**config.mk**
```make
export PLATFORM = sky130hd
export DESIGN_NAME = doubling_subtractor_pipe
export DESIGN_NICKNAME = d
export VERILOG_FILES = /design/src/rtl/doubling_pkg.sv /design/src/rtl/prefix_level.sv /design/src/rtl/doubling_subtractor_pipe.sv
export SDC_FILE = /design/constraint.sdc
export NUM_CORES = 1
export LEC_CHECK = 0
export ABC_AREA = 1
export CAP_MARGIN = 10
export CORE_ASPECT_RATIO = 0.8
export CORE_MARGIN = 2
export CORE_UTILIZATION = 51
export CTS_BUF_LIST = sky130_fd_sc_hd__clkbuf_4
export CTS_CLUSTER_SIZE = 25
export DETAILED_ROUTE_END_ITERATION = 6
export GPL_TIMING_DRIVEN = 0
export PLACE_DENSITY = 0.78
export SKIP_LAST_GASP = 1
export SLEW_MARGIN = 20
export SYNTH_ARGS = -nofsm -noshare
export SYNTH_HDL_FRONTEND = slang
export SYNTH_SLANG_ARGS = --single-unit
```
**constraint.sdc**
```tcl
create_clock -name clk -period 1.15 [get_ports clk]
set_input_delay 0.2875 -clock clk [delete_from_list [all_inputs] [get_ports clk]]
set_output_delay 0.2875 -clock clk [all_outputs]
set_load 0.01 [all_outputs]
```
**src/rtl/doubling_pkg.sv**
```systemverilog
// Shared types and helpers for the recursive-doubling adder/subtractor family.
// gp_t carries one (generate, propagate) pair; prefix_op is the Kogge-Stone combine.
package doubling_pkg;

  localparam int WIDTH_DEFAULT = 16;

  typedef struct packed {
    logic g;
    logic p;
  } gp_t;

  function automatic int clog2(input int value);
    int r;
    r = 0;
    for (int i = 0; i < 32; i++) begin
      if ((1 << i) < value) r = i + 1;
    end
    return r;
  endfunction

  // Combine a higher group with the adjacent lower group.
  function automatic gp_t prefix_op(input gp_t hi, input gp_t lo);
    gp_t o;
    o.g = hi.g | (hi.p & lo.g);
    o.p = hi.p & lo.p;
    return o;
  endfunction

endpackage

```
**src/rtl/prefix_level.sv**
```systemverilog
// One combinational Kogge-Stone level: every bit at or above DIST combines with the bit DIST below.
module prefix_level
  import doubling_pkg::*;
#(
  parameter int WIDTH = 16,
  parameter int DIST  = 1
) (
  input  gp_t [WIDTH-1:0] gp_prev,
  output gp_t [WIDTH-1:0] gp_new
);

  genvar gi;
  generate
    for (gi = 0; gi < WIDTH; gi++) begin : g_bit
      if (gi >= DIST) begin : g_combine
        assign gp_new[gi] = prefix_op(gp_prev[gi], gp_prev[gi-DIST]);
      end else begin : g_pass
        assign gp_new[gi] = gp_prev[gi];
      end
    end
  endgenerate

endmodule

```
**src/rtl/doubling_subtractor_pipe.sv**
```systemverilog
// Three-stage pipelined a - b - bin, evaluated as a + ~b + ~bin through a Kogge-Stone prefix network,
// with an elastic valid/ready stream that collapses bubbles and sustains one result per clock.
module doubling_subtractor_pipe
  import doubling_pkg::*;
#(
  parameter int WIDTH  = WIDTH_DEFAULT,
  parameter int LEVELS = clog2(WIDTH)
) (
  input  logic             clk,
  input  logic             rst_n,
  input  logic             in_valid,
  output logic             in_ready,
  input  logic [WIDTH-1:0] a,
  input  logic [WIDTH-1:0] b,
  input  logic             bin,
  output logic             out_valid,
  input  logic             out_ready,
  output logic [WIDTH-1:0] diff,
  output logic             bout
);

  localparam int HALF  = LEVELS / 2;
  localparam int UPPER = LEVELS - HALF;

  logic             s1_v, s2_v, s3_v;
  logic             s1_adv, s2_adv, s3_adv, accept;
  logic [WIDTH-1:0] s1_g, s1_p;
  logic             s1_c0;
  gp_t  [WIDTH-1:0] s2_gp;
  logic [WIDTH-1:0] s2_p;
  logic             s2_c0;
  logic [WIDTH-1:0] s3_diff;
  logic             s3_bout;

  // A stage advances when it holds data and the stage ahead is empty or emptying.
  assign s3_adv   = s3_v & out_ready;
  assign s2_adv   = s2_v & (~s3_v | s3_adv);
  assign s1_adv   = s1_v & (~s2_v | s2_adv);
  assign in_ready = ~s1_v | s1_adv;
  assign accept   = in_valid & in_ready;

  // Carry-in is absorbed into bit 0's generate so carries stay within WIDTH positions.
  gp_t [WIDTH-1:0] fold_gp;
  always_comb begin
    for (int i = 0; i < WIDTH; i++) begin
      fold_gp[i].g = s1_g[i];
      fold_gp[i].p = s1_p[i];
    end
    fold_gp[0].g = s1_g[0] | (s1_p[0] & s1_c0);
  end

  gp_t [WIDTH-1:0] lo_gp [HALF+1];
  gp_t [WIDTH-1:0] hi_gp [UPPER+1];

  assign lo_gp[0] = fold_gp;
  assign hi_gp[0] = s2_gp;

  genvar gi;
  generate
    for (gi = 0; gi < HALF; gi++) begin : g_lo
      prefix_level #(.WIDTH(WIDTH), .DIST(1 << gi)) u_level (
        .gp_prev (lo_gp[gi]),
        .gp_new  (lo_gp[gi+1])
      );
    end
    for (gi = 0; gi < UPPER; gi++) begin : g_hi
      prefix_level #(.WIDTH(WIDTH), .DIST(1 << (HALF + gi))) u_level (
        .gp_prev (hi_gp[gi]),
        .gp_new  (hi_gp[gi+1])
      );
    end
  endgenerate

  logic [WIDTH-1:0] carry;
  logic [WIDTH-1:0] diff_next;
  logic             bout_next;

  always_comb begin
    for (int i = 0; i < WIDTH; i++) carry[i] = hi_gp[UPPER][i].g;
    diff_next[0] = s2_p[0] ^ s2_c0;
    for (int i = 1; i < WIDTH; i++) diff_next[i] = s2_p[i] ^ carry[i-1];
    bout_next = ~carry[WIDTH-1];
  end

  always_ff @(posedge clk or negedge rst_n) begin
    if (!rst_n) begin
      s1_v  <= 1'b0;
      s1_g  <= '0;
      s1_p  <= '0;
      s1_c0 <= 1'b0;
    end else begin
      if (in_ready) s1_v <= in_valid;
      if (accept) begin
        s1_g  <= a & ~b;
        s1_p  <= a ^ ~b;
        s1_c0 <= ~bin;
      end
    end
  end

  always_ff @(posedge clk or negedge rst_n) begin
    if (!rst_n) begin
      s2_v  <= 1'b0;
      s2_gp <= '0;
      s2_p  <= '0;
      s2_c0 <= 1'b0;
    end else begin
      if (~s2_v | s2_adv) s2_v <= s1_v;
      if (s1_adv) begin
        s2_gp <= lo_gp[HALF];
        s2_p  <= s1_p;
        s2_c0 <= s1_c0;
      end
    end
  end

  always_ff @(posedge clk or negedge rst_n) begin
    if (!rst_n) begin
      s3_v    <= 1'b0;
      s3_diff <= '0;
      s3_bout <= 1'b0;
    end else begin
      if (~s3_v | s3_adv) s3_v <= s2_v;
      if (s2_adv) begin
        s3_diff <= diff_next;
        s3_bout <= bout_next;
      end
    end
  end

  assign out_valid = s3_v;
  assign diff      = s3_diff;
  assign bout      = s3_bout;

endmodule

```
Yosys cells after proc, flatten, opt, wreduce, memory -nomap -nowiden:

Index checks and enable logic that the tools add are counted.

* memory bits (read-only): 0
* input bits: 37
* word-level logic and storage cells: 191
* output and inout bits: 19
* bits in latches: 0
* bits in writable memories: 0
* memories: 0
* register bits: 86

* mux-type cells: 0
* order comparisons: 0
* $mul: 0
* reductions and logical operators: 0
* divide/modulo/power cells: 0
* add/sub/neg operators: 0
* bitwise gates (word level): 165
* shift operators: 0
* equal/unequal tests: 0

Operator list (count)
* $and 1x1->1: 88
* $or 1x1->1: 53
* $and 16x16->16: 1
* $not 16->16: 1
* $xor 1x1->1: 16
* $xor 16x16->16: 1
* $not 1->1: 5

Logic depth before layout (Yosys ltp):

* word-level depth: 10
* gate-level depth with buffers: 10
* mapped depth without buffers: 10

Hierarchy:

Synthesis repeated with hierarchy kept, for this count alone.

* cell total of the unflattened synthesis: 1642
* area, all modules: 12226.7 um^2

Modules (own cells, without submodules)
* prefix_level (g_hi[0].u_level ...): times used 27, area an instance 240.2 um^2, seq. area each 0.0 um^2, cells each 32
* doubling_subtractor_pipe: times used 1, area an instance 4351.7 um^2, seq. area each 2552.4 um^2, cells each 470
* prefix_level (g_lo[0].u_level): times used 1, area an instance 296.5 um^2, seq. area each 0.0 um^2, cells each 77
* prefix_level (g_lo[1].u_level): times used 1, area an instance 292.8 um^2, seq. area each 0.0 um^2, cells each 74
* prefix_level (g_lo[2].u_level): times used 1, area an instance 285.3 um^2, seq. area each 0.0 um^2, cells each 68
* prefix_level (g_lo[3].u_level): times used 1, area an instance 270.3 um^2, seq. area each 0.0 um^2, cells each 56
* prefix_level (g_hi[15].u_level): times used 1, area an instance 244.0 um^2, seq. area each 0.0 um^2, cells each 33

Worst setup path after synthesis:

Ideal clock, no wire load.

* path kind: reg-to-reg
* from: register s3_v (netlist: out_valid)
* to: register s1_g[13]
* setup slack: -0.182 ns
* cell stages (with the launch flop): 5
* period minus slack after synthesis: 1.332 ns
* path buffers: 1
* required time: 1.025 ns
* arrival time: 1.207 ns
* library setup time: 0.125 ns
* cells stage by stage: dfrtp_1 > nand4_2 > nand2_2 > buf_6 > mux2_4

* cells in the longest elaborated chain, start to end: 7
* elaborated cells between the ends (all ways): 8
* classes of those cells: bitwise: 8

RTL lines
* start: declaration: line doubling_subtractor_pipe.sv:25 `logic s1_v, s2_v, s3_v;`
* start signal: assignment: line doubling_subtractor_pipe.sv:123 `if (~s3_v | s3_adv) s3_v <= s2_v;`
* $and 1x1->1 / $not 1->1 (equally long branches): line doubling_subtractor_pipe.sv:36, doubling_subtractor_pipe.sv:37
* $or 1x1->1 *: line doubling_subtractor_pipe.sv:37 `assign s2_adv = s2_v & (~s3_v | s3_adv);`
* $and 1x1->1 *: line doubling_subtractor_pipe.sv:37
* $or 1x1->1 *: line doubling_subtractor_pipe.sv:38 `assign s1_adv = s1_v & (~s2_v | s2_adv);`
* $and 1x1->1 *: line doubling_subtractor_pipe.sv:38
* $or 1x1->1 *: line doubling_subtractor_pipe.sv:39 `assign in_ready = ~s1_v | s1_adv;`
* net in_ready: line doubling_subtractor_pipe.sv:12 `output logic in_ready,`
* $and 1x1->1 *: line doubling_subtractor_pipe.sv:40 `assign accept = in_valid & in_ready;`
* end signal: assignment: line doubling_subtractor_pipe.sv:94 `s1_g <= a & ~b;`
* end: declaration: line doubling_subtractor_pipe.sv:27 `logic [WIDTH-1:0] s1_g, s1_p;`

The timed path passes the listed nets; every way through them passes the cells marked *.
A chain may end at the register's enable or synchronous reset.

Final worst setup path:

* from: register s3_v (netlist: out_valid)
* to: output port in_ready

* cells in the longest elaborated chain, start to end: 6
* elaborated cells between the ends (all ways): 7
* classes of those cells: bitwise: 7

RTL lines (line)
* $and 1x1->1 / $not 1->1 (equally long branches): doubling_subtractor_pipe.sv:36, doubling_subtractor_pipe.sv:37
* $or 1x1->1 *: doubling_subtractor_pipe.sv:37
* $and 1x1->1 *: doubling_subtractor_pipe.sv:37
* $or 1x1->1 *: doubling_subtractor_pipe.sv:38
* $and 1x1->1 *: doubling_subtractor_pipe.sv:38
* $or 1x1->1 *: doubling_subtractor_pipe.sv:39
* end: declaration: doubling_subtractor_pipe.sv:12

Mark *: on every way between the ends. The rest lies on a longest branch, timed or not.

==> impl_metrics.yaml <==
power:
  p_leak_nw: 2.65
  powerDensity_nw_per_um2: 2100
  worst_ir_drop_vdd_mv: 0.894
global_routing:
  top_usage_layer: "met2"
  met2_usage: 0.370
  grt_pass1_vias: 3220
  grt_util_met1: 0.330
  grt_pass1_wl_microns: 15800
  grt_util_met3: 0.0712
  grt_remaining_overflow: 0
  antenna_found_initial: 0
  grt_max_degree: 58
  track_usage: 0.239
final_layout:
  antenna_cells: 0
  multi_input_area_sq_um: 1690
  fillers: 554
  final_nets: 609
  layout-drive-gt1-share: 0.244
  area.growth.synth_to_final_pct: 33.3
  register_area_sq_um: 2150
worst_setup_path:
  worstPathCellList: "nand4_4 > buf_6"
  critPathKind: "reg2out"
  critPathMaxStageDelay_ps: 430
  start_kind: "flop"
  crit_required_ps: 860
  critPathMaxFanout: 3
  arrival_ps: 1180
  crit_slowest_cell: "dfrtp_2"
  crit_path_end_kind: "output pin"
timing:
  fmax_mhz: 679
  setup_slack_ps: -322
  final.setup.tns_ps: -17030
  finalHoldViolations: 0
  grt_setup_unrepaired: "true"
  relSlewSlack: 0.728
  finalCritPeriodShare: 1.28
  clock_skew_ps: 17.1
  setup_viol: 104
  worst_pin_slew_ps: 408
  period_needed_ps: 1470
  drv_slew: 0
clock_network:
  cts_tree: "done"
  clkTransAtPathRegs_ps: 140
  cts_inserted_buffers: 9
  h-tree-depth: 3
  clockRootBuffer: "clkbuf_4"
  clock_latency_ps: 450
  clockBufferDepth: 2
  clock_sinks: 86
synth:
  yosysWarningCount: 0
  synth_area_per_cell_sq_um: 9.02
  seq_area_frac_synth: 0.534
  syn_nets: 500
  syn_area_sq_um: 4030
  synth_cells: 447
  synth_cell_types: 27
  synth-seq-cells: 86
status:
  status: "finished with violations"
  violations: "negative setup slack"
routing:
  drtIter0Drc: 230
  drt_wl_total_microns: 9760
  first_pass_iters: 5
  vias: 3439
  drc: 0
  antenna_left: 0
  routedWlPerCell_microns: 14.7
  vias_per_cell: 5.16
placement:
  routabilityCongestion: 0.901
  post-place-ws_ps: -656
  post-dp-hpwl_microns: 6620
  portBuffers: 55
floorplanning:
  rows: 28
  dieArea_sq_um: 8640
  core-area_sq_um: 7530
  pin_count: 56
  die_y_microns: 83.5
  initial_utilization: 0.535
  die_x_microns: 103
worst_hold_path:
  hold_class: "in2async"
run:
  cap_violations: 0
==> stage by stage <==
stage	area [sq um]	power, mW	hold slack [ps]	std cells	util
after floorplan	4050	6.80	-8.09	447	-
after CTS	5220	10.8	303	655	0.693
after global routing	5380	12.0	314	666	0.714
final	5380	11.3	294	666	0.714
after detailed placement	4760	8.31	242	608	0.632
after global placement	4730	8.12	466	607	0.628
==> where the power goes <==
| part | internal, mW | switching, mW | total [mW] |
|---|---|---|---|
| sequential | 4.02 | 0.720 | 4.74 |
| clock | 1.12 | 1.03 | 2.15 |
| combinational | 2.22 | 2.15 | 4.37 |
==> kinds of logic (layout without fill, tap and decap cells) <==
logic type               count (synthesis)  in the layout  share of synthesized area
XOR/XNOR                                16             16                     0.0347
AND/OR/NAND/NOR                        163            163                      0.163
flip-flops                              86             86                      0.534
adder cells (fa/ha/maj)                 16             16                     0.0496
AO/OA/AOI/OAI                           94             94                      0.123
multiplexers                             7              7                     0.0242
buffers and inverters                   65            179                     0.0720
==> layout make-up <==
class | count | area share
timing repair buffer | 98 | 0.156
buffer | 15 | 0.0338
sequential | 86 | 0.401
inverter | 50 | 0.0354
clock inverter | 6 | 0.0205
clock buffer | 10 | 0.0140
tap | 105 | 0.0244
multi-input combinational | 296 | 0.315
==> cells in the final DEF (no fill, tap or decap), drive strengths merged <==
cell	synthesis	routed
dlygate4sd3	0	1
dfrtp	86	86
a21boi	1	1
nand4	1	1
ha	16	16
buf	13	75
and2	1	1
mux2	7	7
nand3	7	7
xnor2	16	16
clkinv	0	2
nand2	98	98
a21oi	39	39
clkinvlp	0	1
inv	50	50
nor3	1	1
o21bai	3	3
a31oi	11	11
o21ai	40	40
nor4	1	1
clkdlybuf4s50	0	35
nor2	54	54
clkbuf	2	12
bufinv	0	3
==> critical path, delay by kind of cell (launching register included) <==
family        cells  cell delay, ps
simple gates      1             150
flops             1             430
buf+inv           1             160
==> layer usage <==
layer / vias up / routed length, microns / share of wire
met5: - / 0 / 0
met4: 0 / 189 / 0.019
met3: 29 / 769 / 0.079
met2: 154 / 4540 / 0.47
met1: 1598 / 4260 / 0.44
li1: 1658 / - / -
==> sequential cells by signal, indices dropped and copies added, names as in the netlist, 16 cells and up <==
register  cells
diff         16
hi_gp        16
s1_g         16
s1_p         16
s2_p         16
==> repair_timing <==
action | 4_1_cts | 5_1_grt
gates resized for setup | 125 | 23
setup endpoints to repair | 96 | 105
pin swaps | 6 | 0
buffers inserted | 27 | 10
hold endpoints to repair | 29 | 0
hold buffers | 1 | 0
cloned | 3 | 1
==> cells in the mapped netlist <==
library cell  instances  area share
nand2_1              91       0.085
inv_2                 1     0.00093
nor3_1                1      0.0012
nor4_1                1      0.0016
inv_1                49       0.046
o21bai_1              3      0.0056
ha_1                 16       0.050
buf_6                 3      0.0084
nand2_2               7       0.011
nand4_2               1      0.0031
a21oi_1              39       0.048
mux2_4                5       0.019
xnor2_1              16       0.035
nand3_1               6      0.0074
a31oi_1              11       0.017
clkbuf_2              1      0.0012
nor2_1               54       0.050
clkbuf_1              1     0.00093
o21ai_0              38       0.047
nand3_2               1      0.0025
and2_1                1      0.0016
o21ai_1               2      0.0025
buf_2                 6      0.0074
buf_4                 4      0.0074
dfrtp_1              86        0.53
a21boi_0              1      0.0019
mux2_2                2      0.0056
==> worst paths after layout <==
check	slack [ps]	from	end	cells past startpoint
worst max-delay path	-320	out_valid	in_ready	2
worst min-delay path	290	rst_n	s1_g[10]	2
worst max register to register	-280	out_valid	s1_g[9]	5
worst min register to register	500	diff[1]	diff[1]	2
max in group asynchronous	240	rst_n	hi_gp[527]	3
min in group clk	390	bin	s1_c0	2
No activity file was read; power rests on OpenSTA's default activity.
